===== config.mk =====
export PLATFORM = sky130hd
export DESIGN_NAME = load_store_unit
export DESIGN_NICKNAME = d
export VERILOG_FILES = /design/src/rtl/lsu_pkg.sv /design/src/rtl/lsu_lane_align.sv /design/src/rtl/load_store_unit.sv
export SDC_FILE = /design/constraint.sdc
export NUM_CORES = 1
export LEC_CHECK = 0
export ABC_AREA = 1
export CORE_MARGIN = 8
export CORE_UTILIZATION = 40
export DETAILED_ROUTE_END_ITERATION = 7
export GPL_TIMING_DRIVEN = 0
export PLACE_DENSITY_LB_ADDON = 0.2
export SYNTH_ARGS = -nofsm -noshare
export SYNTH_HDL_FRONTEND = slang
export SYNTH_HIERARCHICAL = 1
export SYNTH_SLANG_ARGS = --single-unit

===== constraint.sdc =====
create_clock -name clk -period 1.62 [get_ports clk]
set_input_delay 0.162 -clock clk [delete_from_list [all_inputs] [get_ports clk]]
set_output_delay 0.162 -clock clk [all_outputs]
set_load 0.01 [all_outputs]

===== src/rtl/lsu_pkg.sv =====
// lsu_pkg: shared encodings and defaults for the load/store unit.
//   SZ_BYTE/SZ_HALF/SZ_WORD : req_size encodings (2'b11 is illegal)
//   LSU_MEM_WORDS           : default number of implemented DataMemory words
//   lsu_state_t             : MEM-stage controller states
package lsu_pkg;
    localparam logic [1:0] SZ_BYTE = 2'b00;
    localparam logic [1:0] SZ_HALF = 2'b01;
    localparam logic [1:0] SZ_WORD = 2'b10;
    localparam int LSU_MEM_WORDS = 8192;
    typedef enum logic [1:0] {S_IDLE, S_LD_WAIT, S_RMW_WAIT, S_RMW_WR} lsu_state_t;
endpackage


===== src/rtl/lsu_lane_align.sv =====
// lsu_lane_align: big-endian byte/half lane handling, purely combinational.
//   i_word, i_off, i_size, i_signed -> o_load   : extracted, zero/sign-extended load result
//   i_old, i_new, i_off, i_size     -> o_merged : i_new's low byte/half inserted into i_old
module lsu_lane_align
    import lsu_pkg::*;
#(
    parameter int DATA_W = 32
) (
    input  logic [DATA_W-1:0] i_word,
    input  logic [1:0]        i_off,
    input  logic [1:0]        i_size,
    input  logic              i_signed,
    input  logic [DATA_W-1:0] i_old,
    input  logic [DATA_W-1:0] i_new,
    output logic [DATA_W-1:0] o_load,
    output logic [DATA_W-1:0] o_merged
);
    logic [4:0]        w_lsh;
    logic [4:0]        w_byte_rsh;
    logic [4:0]        w_half_rsh;
    logic [7:0]        w_byte;
    logic [15:0]       w_half;
    logic [DATA_W-1:0] w_mask;
    logic [DATA_W-1:0] w_ins;

    // Offset 0 is the most significant lane, so loads shift right by (3-off)
    // bytes and stores shift the top-aligned lane right by off bytes.
    assign w_lsh      = {i_off, 3'b000};
    assign w_byte_rsh = {~i_off, 3'b000};
    assign w_half_rsh = {~i_off[1], 4'b0000};
    assign w_byte     = 8'(i_word >> w_byte_rsh);
    assign w_half     = 16'(i_word >> w_half_rsh);

    always_comb begin
        o_load = (i_size == SZ_BYTE) ? {{(DATA_W-8){i_signed & w_byte[7]}}, w_byte} :
                 (i_size == SZ_HALF) ? {{(DATA_W-16){i_signed & w_half[15]}}, w_half} : i_word;
        w_mask = ((i_size == SZ_BYTE) ? {8'hFF, {(DATA_W-8){1'b0}}} :
                                        {16'hFFFF, {(DATA_W-16){1'b0}}}) >> w_lsh;
        w_ins  = ((i_size == SZ_BYTE) ? {i_new[7:0], {(DATA_W-8){1'b0}}} :
                                        {i_new[15:0], {(DATA_W-16){1'b0}}}) >> w_lsh;
        o_merged = (i_size == SZ_WORD) ? i_new : ((i_old & ~w_mask) | w_ins);
    end
endmodule


===== src/rtl/load_store_unit.sv =====
// load_store_unit: MEM-stage controller in front of a word-addressed DataMemory
// with a 1-cycle registered read.
//   req_*               : pipeline request (byte address, store data, load/store, size, signed)
//   stall / addr_err    : combinational pipeline hold and 1-cycle error flag
//   load_valid/load_data: registered load result pulse
//   MemRead/MemWrite/Address/WriteData/ReadData : DataMemory interface
module load_store_unit
    import lsu_pkg::*;
#(
    parameter int ADDR_W    = 16,
    parameter int DATA_W    = 32,
    parameter int MEM_WORDS = LSU_MEM_WORDS
) (
    input  logic              clk,
    input  logic              reset,
    input  logic              req_valid,
    input  logic              req_load,
    input  logic              req_store,
    input  logic [1:0]        req_size,
    input  logic              req_signed,
    input  logic [31:0]       req_addr,
    input  logic [DATA_W-1:0] req_wdata,
    output logic              stall,
    output logic              addr_err,
    output logic              load_valid,
    output logic [DATA_W-1:0] load_data,
    output logic              MemRead,
    output logic              MemWrite,
    output logic [ADDR_W-1:0] Address,
    output logic [DATA_W-1:0] WriteData,
    input  logic [DATA_W-1:0] ReadData
);
    localparam logic [ADDR_W:0] LIMIT = (ADDR_W+1)'(MEM_WORDS);

    lsu_state_t        r_state;
    lsu_state_t        w_next;
    logic [ADDR_W-1:0] w_word_addr;
    logic [ADDR_W-1:0] r_addr;
    logic [1:0]        r_off;
    logic [1:0]        r_size;
    logic              r_signed;
    logic [15:0]       r_wdata;
    logic [DATA_W-1:0] r_merged;
    logic [DATA_W-1:0] r_load_data;
    logic              r_load_valid;
    logic [DATA_W-1:0] w_load_ext;
    logic [DATA_W-1:0] w_merged;
    logic              w_idle;
    logic              w_req;
    logic              w_err;
    logic              w_go;
    logic              w_ld;
    logic              w_sw;
    logic              w_sub;

    assign w_word_addr = req_addr[ADDR_W+1:2];
    assign w_idle      = (r_state == S_IDLE);
    // A request with neither load nor store is a bubble and never errors.
    assign w_req       = w_idle & req_valid & (req_load | req_store);
    assign w_err       = (req_load & req_store) | (req_size == 2'b11) |
                         ((req_size == SZ_HALF) & req_addr[0]) |
                         ((req_size == SZ_WORD) & (|req_addr[1:0])) |
                         (|req_addr[31:ADDR_W+2]) | ({1'b0, w_word_addr} >= LIMIT);
    assign w_go        = w_req & ~w_err;
    assign w_ld        = w_go & req_load;
    assign w_sw        = w_go & req_store & (req_size == SZ_WORD);
    assign w_sub       = w_go & req_store & (req_size != SZ_WORD);
    assign load_valid  = r_load_valid;
    assign load_data   = r_load_data;

    lsu_lane_align #(.DATA_W(DATA_W)) u_align (
        .i_word   (ReadData),
        .i_off    (r_off),
        .i_size   (r_size),
        .i_signed (r_signed),
        .i_old    (ReadData),
        .i_new    ({{(DATA_W-16){1'b0}}, r_wdata}),
        .o_load   (w_load_ext),
        .o_merged (w_merged)
    );

    always_ff @(posedge clk) begin
        if (reset) r_state <= S_IDLE;
        else r_state <= w_next;
    end

    always_comb begin
        w_next = r_state;
        case (r_state)
            S_IDLE:     w_next = w_ld ? S_LD_WAIT : w_sub ? S_RMW_WAIT : S_IDLE;
            S_RMW_WAIT: w_next = S_RMW_WR;
            default:    w_next = S_IDLE;
        endcase
    end

    always_comb begin
        addr_err  = w_req & w_err;
        MemRead   = w_ld | w_sub;
        MemWrite  = w_sw | (r_state == S_RMW_WR);
        Address   = (r_state == S_RMW_WR) ? r_addr : w_word_addr;
        WriteData = (r_state == S_RMW_WR) ? r_merged : req_wdata;
        stall     = w_ld | w_sub | ~w_idle;
    end

    always_ff @(posedge clk) begin
        if (reset) begin
            r_addr       <= '0;
            r_off        <= '0;
            r_size       <= '0;
            r_signed     <= 1'b0;
            r_wdata      <= '0;
            r_merged     <= '0;
            r_load_valid <= 1'b0;
            r_load_data  <= '0;
        end else begin
            r_load_valid <= (r_state == S_LD_WAIT);
            if (w_go) begin
                r_addr   <= w_word_addr;
                r_off    <= req_addr[1:0];
                r_size   <= req_size;
                r_signed <= req_signed;
                r_wdata  <= req_wdata[15:0];
            end
            if (r_state == S_LD_WAIT) r_load_data <= w_load_ext;
            if (r_state == S_RMW_WAIT) r_merged <= w_merged;
        end
    end
endmodule


# Yosys cells after proc, flatten, opt, wreduce, memory -nomap -nowiden
# Index checks and enable logic that the tools add are counted.
# op_classes
muxes	10
reduce_logical	4
magnitude_cmp	1
shift	4
n_bitwise	29
n_eq_ne	9
# ops
operator	n
$mux W32	5
$shr A32 B5 Y32	2
$and A32 B32 Y32	1
$not A32 Y32	1
$or A32 B32 Y32	1
$shr A32 B5 Y16	1
$shr A32 B5 Y8	1
$mux W24	1
$ge A16 B14 Y1 const B	1
$mux W16	1
$reduce_or A14 Y1	1
$and A1 B1 Y1	13
$eq A2 B2 Y1 const B	5
$or A1 B1 Y1	9
$eq A2 B1 Y1 const B	3
$logic_not A2 Y1	2
$mux W2	2
$pmux W2 S2	1
$not A1 Y1	3
$ne A2 B2 Y1 const B	1
$not A2 Y2	1
$reduce_or A2 Y1	1
# word_totals
wordCells	66
in_bits	104
output_inout_bits	85
register_bits	104

# Longest topological paths before layout
# Gate-level depths: netlist of the first run.
# depth
ltp_word	13
mapped_depth	12
depth_no_buf	10

# Hierarchy
# The synthesis of the first run kept the hierarchy.
# by_module_without_submodules
mod	cells_per_inst	seq_area_each_um2	instances	area_per_inst_um2
load_store_unit	541	2082.0	1	4249.1
lsu_lane_align	392	0.0	1	1859.3

# Least setup slack after synthesis of the first run
# OpenSTA, ideal clock, no wires.
# synth_path
path_type	register to output
startpoint	register r_state[1]
endpoint	output MemWrite
path_buffers	2
stages_incl_launch_ff	8
path_slack_ns	0.164
arrival_time_ns	1.294
required_ns	1.458
cell_sequence	dfxtp_1 -> nor4_4 -> nand2_2 -> inv_2 -> buf_6 -> buf_6 -> nand3_1 -> nand2_1
# synth_via
elab_chain_cells	7
elab_cells_between_ends	8
cone_classes	1 x eq/ne; 6 x bitwise; 1 x reduce/logical
# synth_rtl
item	line_no	rtl
start: declaration	load_store_unit.sv:35	lsu_state_t r_state;
start signal: assignment	load_store_unit.sv:84	else r_state <= w_next;
$logic_not A2 Y1	load_store_unit.sv:57	assign w_idle = (r_state == S_IDLE);
$and A1 B1 Y1 (2 in a row)	load_store_unit.sv:59	assign w_req = w_idle & req_valid & (req_load | req_store);
$and A1 B1 Y1	load_store_unit.sv:64	assign w_go = w_req & ~w_err;
$and A1 B1 Y1 (2 in a row)	load_store_unit.sv:66	assign w_sw = w_go & req_store & (req_size == SZ_WORD);
$or A1 B1 Y1 (*)	load_store_unit.sv:99	MemWrite = w_sw | (r_state == S_RMW_WR);
end: declaration	load_store_unit.sv:28	output logic MemWrite,
# Every way passes the cells marked *; elsewhere a longest branch is shown, timed or not.

# Worst setup path in the final report of the first run
# layout_path
startpoint	register r_state[0]
endpoint	output MemWrite
# Same word-level chain as after synthesis.

==> impl_metrics.yaml, run 1 <==
status:
  status: "complete, but fails checks"
  violations: "negative setup slack"
routing:
  viasPerCell: 5.32
  totalWireLength_um: 23700
  firstDrtPassIters: 6
  via_count: 7269
  drc_errors: 0
  wl_per_cell_um: 17.4
  antenna_left: 0
  drt_first_iter_violations: 713
setup_path:
  cp_data_required_time_ns: 1.46
  critPathKind: "reg -> out"
  arrival_ns: 1.69
  cp-start-kind: "flip-flop"
  cp_top_family: "buffers and inverters"
  path_depth: 8
  crit_path_end_kind: "primary output"
  slowest_stage: "dfxtp_4"
  path_buf_inv: 4
  path_max_fanout: 4
  reg2regPathDepth: 9
  cp_cell_sequence: "nor4_4 -> buf_4 -> nand2_4 -> inv_4 -> buf_12 -> nand3_2 -> nand2_1 -> buf_2"
  slowest_delay_ns: 0.38
synth:
  ys_types: 28
  ys_ff_latch: 104
  synth-seq-area-share: 0.341
  synth_warnings: 6
  synthCells: 933
  avgSynthCellArea_um2: 6.55
  netlist_area_um2: 6110
floorplan:
  die_w_um: 140
  core_area_um2: 15100
  die_y_um: 140
  rows: 45
  initial_utilization: 0.405
  dieArea_um2: 19500
  io_pins: 189
timing:
  max_freq_ghz: 0.540
  rsz0062_at_grt: "true"
  finalClockSkew_ns: 0.0107
  worstMarginPinSlew_ns: 0.592
  setup_viol: 50
  fin_crit_sh: 1.14
  drv_slew: 0
  finalCriticalPeriod_ns: 1.85
  worst_slack_ns: -0.230
  hold_violations: 0
  slew_headroom: 0.605
pwr:
  power.switching_uw: 1460
  leakagePower_uw: 0.00408
  swShare: 0.264
  irDropWorstVdd_v: 0.000469
  intPower_uw: 4080
  p_seq_frac: 0.460
  power_uw: 5540
  pwr-share-clk: 0.401
  cellPowerDensity_nw_per_um2: 591
  combPwrFrac: 0.139
cts:
  insertion_delay_ns: 0.37
  cts.sinks: 104
  h-tree-depth: 3
  clk_path_buf_depth: 2
  clockRootBuffer: "clkbuf_16"
  path_clk_slew_ns: 0.08
  tritoncts: "yes"
  numCtsBuffers: 9
grt:
  antenna_found_initial: 0
  grt_max_degree: 22
  grt_pass1_vias: 6733
  gr-total-overflow: 0
  track_usage: 0.231
  grt_pass1_wl_um: 36100
placement:
  portBuffers: 188
  place_ws_ns: -0.959
  dp_hpwl_um: 17600
  gp_congestion: 0.913
  placedCellCount: 1324
layout:
  regArea_um2: 2100
  fin_util: 0.621
  layout_commonest_cell: "nor2_1"
  finalNetCount: 1277
  drive_gt1_frac: 0.267
  final_cells: 1366
  area_growth_pct: 53.5
  fillCellCount: 1424
  layout_common_cells: "nor2_1 (253), clkdlybuf4s50_1 (134), dfxtp_1 (98)"
  diodes: 0
  multi_input_area_um2: 4090
min_path:
  holdPathStages: 3
  hp-class: "in -> reg"
run:
  max_cap_violations: 0
[timing repair]
item,CTS,global route
pin swaps,9,62
buffers inserted,12,11
cloned,0,5
hold buffers,0,0
resized for setup,223,252
endpoints found under the setup margin,130,144
[worst min-delay path, cell delays in order]
cell            delay [ns]
dlymetal6s2s_1        0.12
o21ai_0               0.09
nor2_1                0.11
[kinds of logic after synthesis]
kind of cell | Yosys count | synth area share
simple gates | 474 | 0.322
compound gates | 212 | 0.177
flops | 104 | 0.341
buf+inv | 98 | 0.0782
mux | 44 | 0.0811
other cells | 1 | 0.000614
[power groups by stage]
stage / logic [uW] / registers (uW) / clock network (uW)
finish: 769 / 2550 / 2220
global route: 819 / 2550 / 2350
CTS: 730 / 2550 / 2260
detailed placement: 733 / 2610 / 0
global placement: 732 / 2610 / 0
floorplan: 238 / 2610 / 0
[flip-flops by register name, indices dropped and copies added, names as in the netlist]
| name | cells |
|---|---|
| r_state | 2 |
| load_valid | 1 |
| r_size | 2 |
| r_signed | 1 |
| r_merged | 32 |
| load_data | 32 |
| r_addr | 16 |
| r_off | 2 |
| r_wdata | 16 |
[through the flow]
stage	instance area (um2)	hold slack (ns)	TNS, ns
after global placement	8280	0.430	-47.55
after detailed placement	8280	0.439	-48.79
final	9380	0.170	-3.13
after global routing	9380	0.195	-6.06
after floorplan	6160	0.231	0
after CTS	8810	0.406	-7.57
[path summary, 6_finish.rpt]
kind / from / end / slack [ns]
max: r_state[0] / MemWrite / -0.23
min reg2reg: r_addr[14] / r_addr[14] / 0.45
max reg2reg: r_off[1] / r_merged[17] / -0.01
min: req_size[1] / r_size[1] / 0.17
[synth_stat cells (all sizes together)]
master | count | area, um2
mux2 | 44 | 495
o22ai | 7 | 43.8
conb | 1 | 3.75
inv | 32 | 120
clkbuf | 33 | 124
a31oi | 1 | 6.26
nand4 | 6 | 37.5
or2 | 7 | 43.8
nand3 | 74 | 385
o21ai | 150 | 762
nand2 | 121 | 467
a21oi | 54 | 270
nor2 | 261 | 992
buf | 33 | 234
nor3 | 4 | 20.0
dfxtp | 104 | 2080
nor4 | 1 | 21.3
[area by class of cell]
cell class,count,area share
sequential,104,0.224
clock buffer,9,0.0240
timing repair buffer,216,0.217
buffer,64,0.0524
inverter,32,0.0141
multi-input combinational,746,0.436
tap,188,0.0251
clock inverter,7,0.00827
[metal layers]
| metal | wire length (um) | up-vias | GRT usage |
|---|---|---|---|
| met1 | 10100 | 3370 | 0.287 |
| met2 | 11500 | 297 | 0.386 |
| met3 | 1630 | 50 | 0.0537 |
| li1 | - | 3552 | - |
| met5 | 0 | - | 0 |
| met4 | 511 | 0 | 0.0771 |
Power figures use the tool's default switching activity.
==> run 2, diff against run 1 <==
==> constraint.sdc (replaced) <==
create_clock -name clk -period 1.62 [get_ports clk]
set_input_delay 0.243 -clock clk [delete_from_list [all_inputs] [get_ports clk]]
set_output_delay 0.243 -clock clk [all_outputs]
set_load 0.01 [all_outputs]
==> run 2 against run 1 <==
The run still ends with negative setup slack left. Clock power hardly changed. Hold slack better by 0.018 ns. Worst setup slack got worse by 0.095 ns. Largest power group unchanged. Core utilization rose by 3.8 points. Critical path depth is 2 lower. Wire length up 7.7%. Fmax down 4.9%. Non-clock buffer count rose by 22.
==> impl_metrics.yaml, run 2 (same netlist as run 1, synthesis figures left out) <==
layout:
  finalInstanceArea_um2: 9950
  regArea_um2: 2100
  fin_util: 0.659
  multi_input_area_um2: 4190
  layout_commonest_cell: "nor2_1"
  final_cells: 1390
  area_growth_pct: 62.9
  fillCellCount: 1339
  finalNetCount: 1300
  layout_common_cells: "nor2_1 (252), clkdlybuf4s50_1 (112), dfxtp_1 (98)"
  drive_gt1_frac: 0.284
pwr:
  power_uw: 5640
  irDropWorstVdd_v: 0.000481
  cellPowerDensity_nw_per_um2: 567
  leakagePower_uw: 0.00461
placement:
  portBuffers: 188
  gp_congestion: 0.913
  place_ws_ns: -1.12
  placedCellCount: 1324
  dpl_cell_area_um2: 8280
  dp_hpwl_um: 17600
floorplan:
  dieArea_um2: 19500
  io_pins: 189
  rows: 45
  core_area_um2: 15100
  initial_utilization: 0.405
  die_w_um: 140
  die_y_um: 140
setup_path:
  crit_path_end_kind: "primary output"
  cp_data_required_time_ns: 1.38
  arrival_ns: 1.70
  cp-start-kind: "flip-flop"
  critPathKind: "reg -> out"
  path_max_fanout: 5
routing:
  wl_per_cell_um: 18.4
  drc_errors: 0
  totalWireLength_um: 25500
  antenna_left: 0
  firstDrtPassIters: 7
  via_count: 7480
  viasPerCell: 5.38
  drt_first_iter_violations: 611
timing:
  fin_crit_sh: 1.20
  drv_slew: 0
  rsz0062_at_grt: "true"
  hold_violations: 0
  finalClockSkew_ns: 0.0136
  max_freq_ghz: 0.514
  slew_headroom: 0.621
  setup_viol: 53
  worstMarginPinSlew_ns: 0.568
  finalCriticalPeriod_ns: 1.95
  worst_slack_ns: -0.326
cts:
  tritoncts: "yes"
  insertion_delay_ns: 0.37
  path_clk_slew_ns: 0.08
  clockRootBuffer: "clkbuf_16"
  numCtsBuffers: 9
  clk_path_buf_depth: 2
  cts_hold_buf: 0
  cts.sinks: 104
  h-tree-depth: 3
grt:
  antenna_found_initial: 1
  grt_pass1_vias: 6824
  gr-total-overflow: 0
  track_usage: 0.233
  grt_max_degree: 22
  grt_pass1_wl_um: 36600
min_path:
  hp-class: "in -> reg"
status:
  violations: "negative setup slack"
  status: "complete, but fails checks"
run:
  max_cap_violations: 0
## run 2: cell types whose count changed in the layout (fill, tap and decap cells not counted), moves of 18 or more
cell and change:
buf_6 +44, mux2_2 -30, mux2_4 +30, clkbuf_2 -26
clkdlybuf4s50_1 -22, dlymetal6s2s_1 +18
## run 2: worst paths after layout
kind / start / end / slack (ns) / cells past startpoint
max: r_state[0] / Address[5] / -0.33 / 6
min: req_addr[1] / r_off[1] / 0.19 / 3
max reg2reg: r_size[1] / r_merged[14] / 0 / 13
min reg2reg: r_addr[14] / r_addr[14] / 0.46 / 2
## run 2: repair_timing
action | 4_1_cts | 5_1_grt
cloned | 0 | 8
pin swaps | 9 | 69
buffers inserted | 15 | 28
resized for setup | 324 | 278
setup endpoints to repair | 139 | 145
hold endpoints to repair | 0 | 0
## run 2: metrics by stage
step                hold WS (ns)  setup TNS, ns
floorplan                  0.312              0
global placement           0.430         -59.15
detailed placement         0.439         -60.82
CTS                        0.343          -8.96
global route               0.211         -15.94
finish                     0.189         -13.57
## run 2: cell type report
| type | instances | area share |
|---|---|---|
| multi-input combinational | 747 | 0.421 |
| timing repair buffer | 237 | 0.250 |
| sequential | 104 | 0.211 |
| buffer | 65 | 0.0511 |
| tap | 188 | 0.0236 |
| clock buffer | 9 | 0.0226 |
| inverter | 32 | 0.0133 |
| clock inverter | 7 | 0.00780 |
| antenna | 1 | 0.000252 |
## run 2: worst max-delay path, cell delays in order (launching register included)
cell	delay [ns]
dfxtp_4	0.39
buf_12	0.13
nand2_8	0.09
buf_6	0.15
clkbuf_16	0.15
mux2_4	0.30
buf_6	0.12
## run 2: power breakdown
part           total [uW]  switching (uW)  internal (uW)
Combinational         844             368            476
Clock                2250            1140           1110
Sequential           2550         0.00331           2550
## run 2: layer usage
metal / track usage / share of wire / routed length [um] / up-vias
li1: - / - / - / 3611
met1: 0.295 / 0.42 / 10700 / 3466
met2: 0.387 / 0.48 / 12200 / 354
met3: 0.0472 / 0.077 / 1970 / 49
met4: 0.0817 / 0.027 / 688 / 0
met5: 0 / 0 / 0 / -
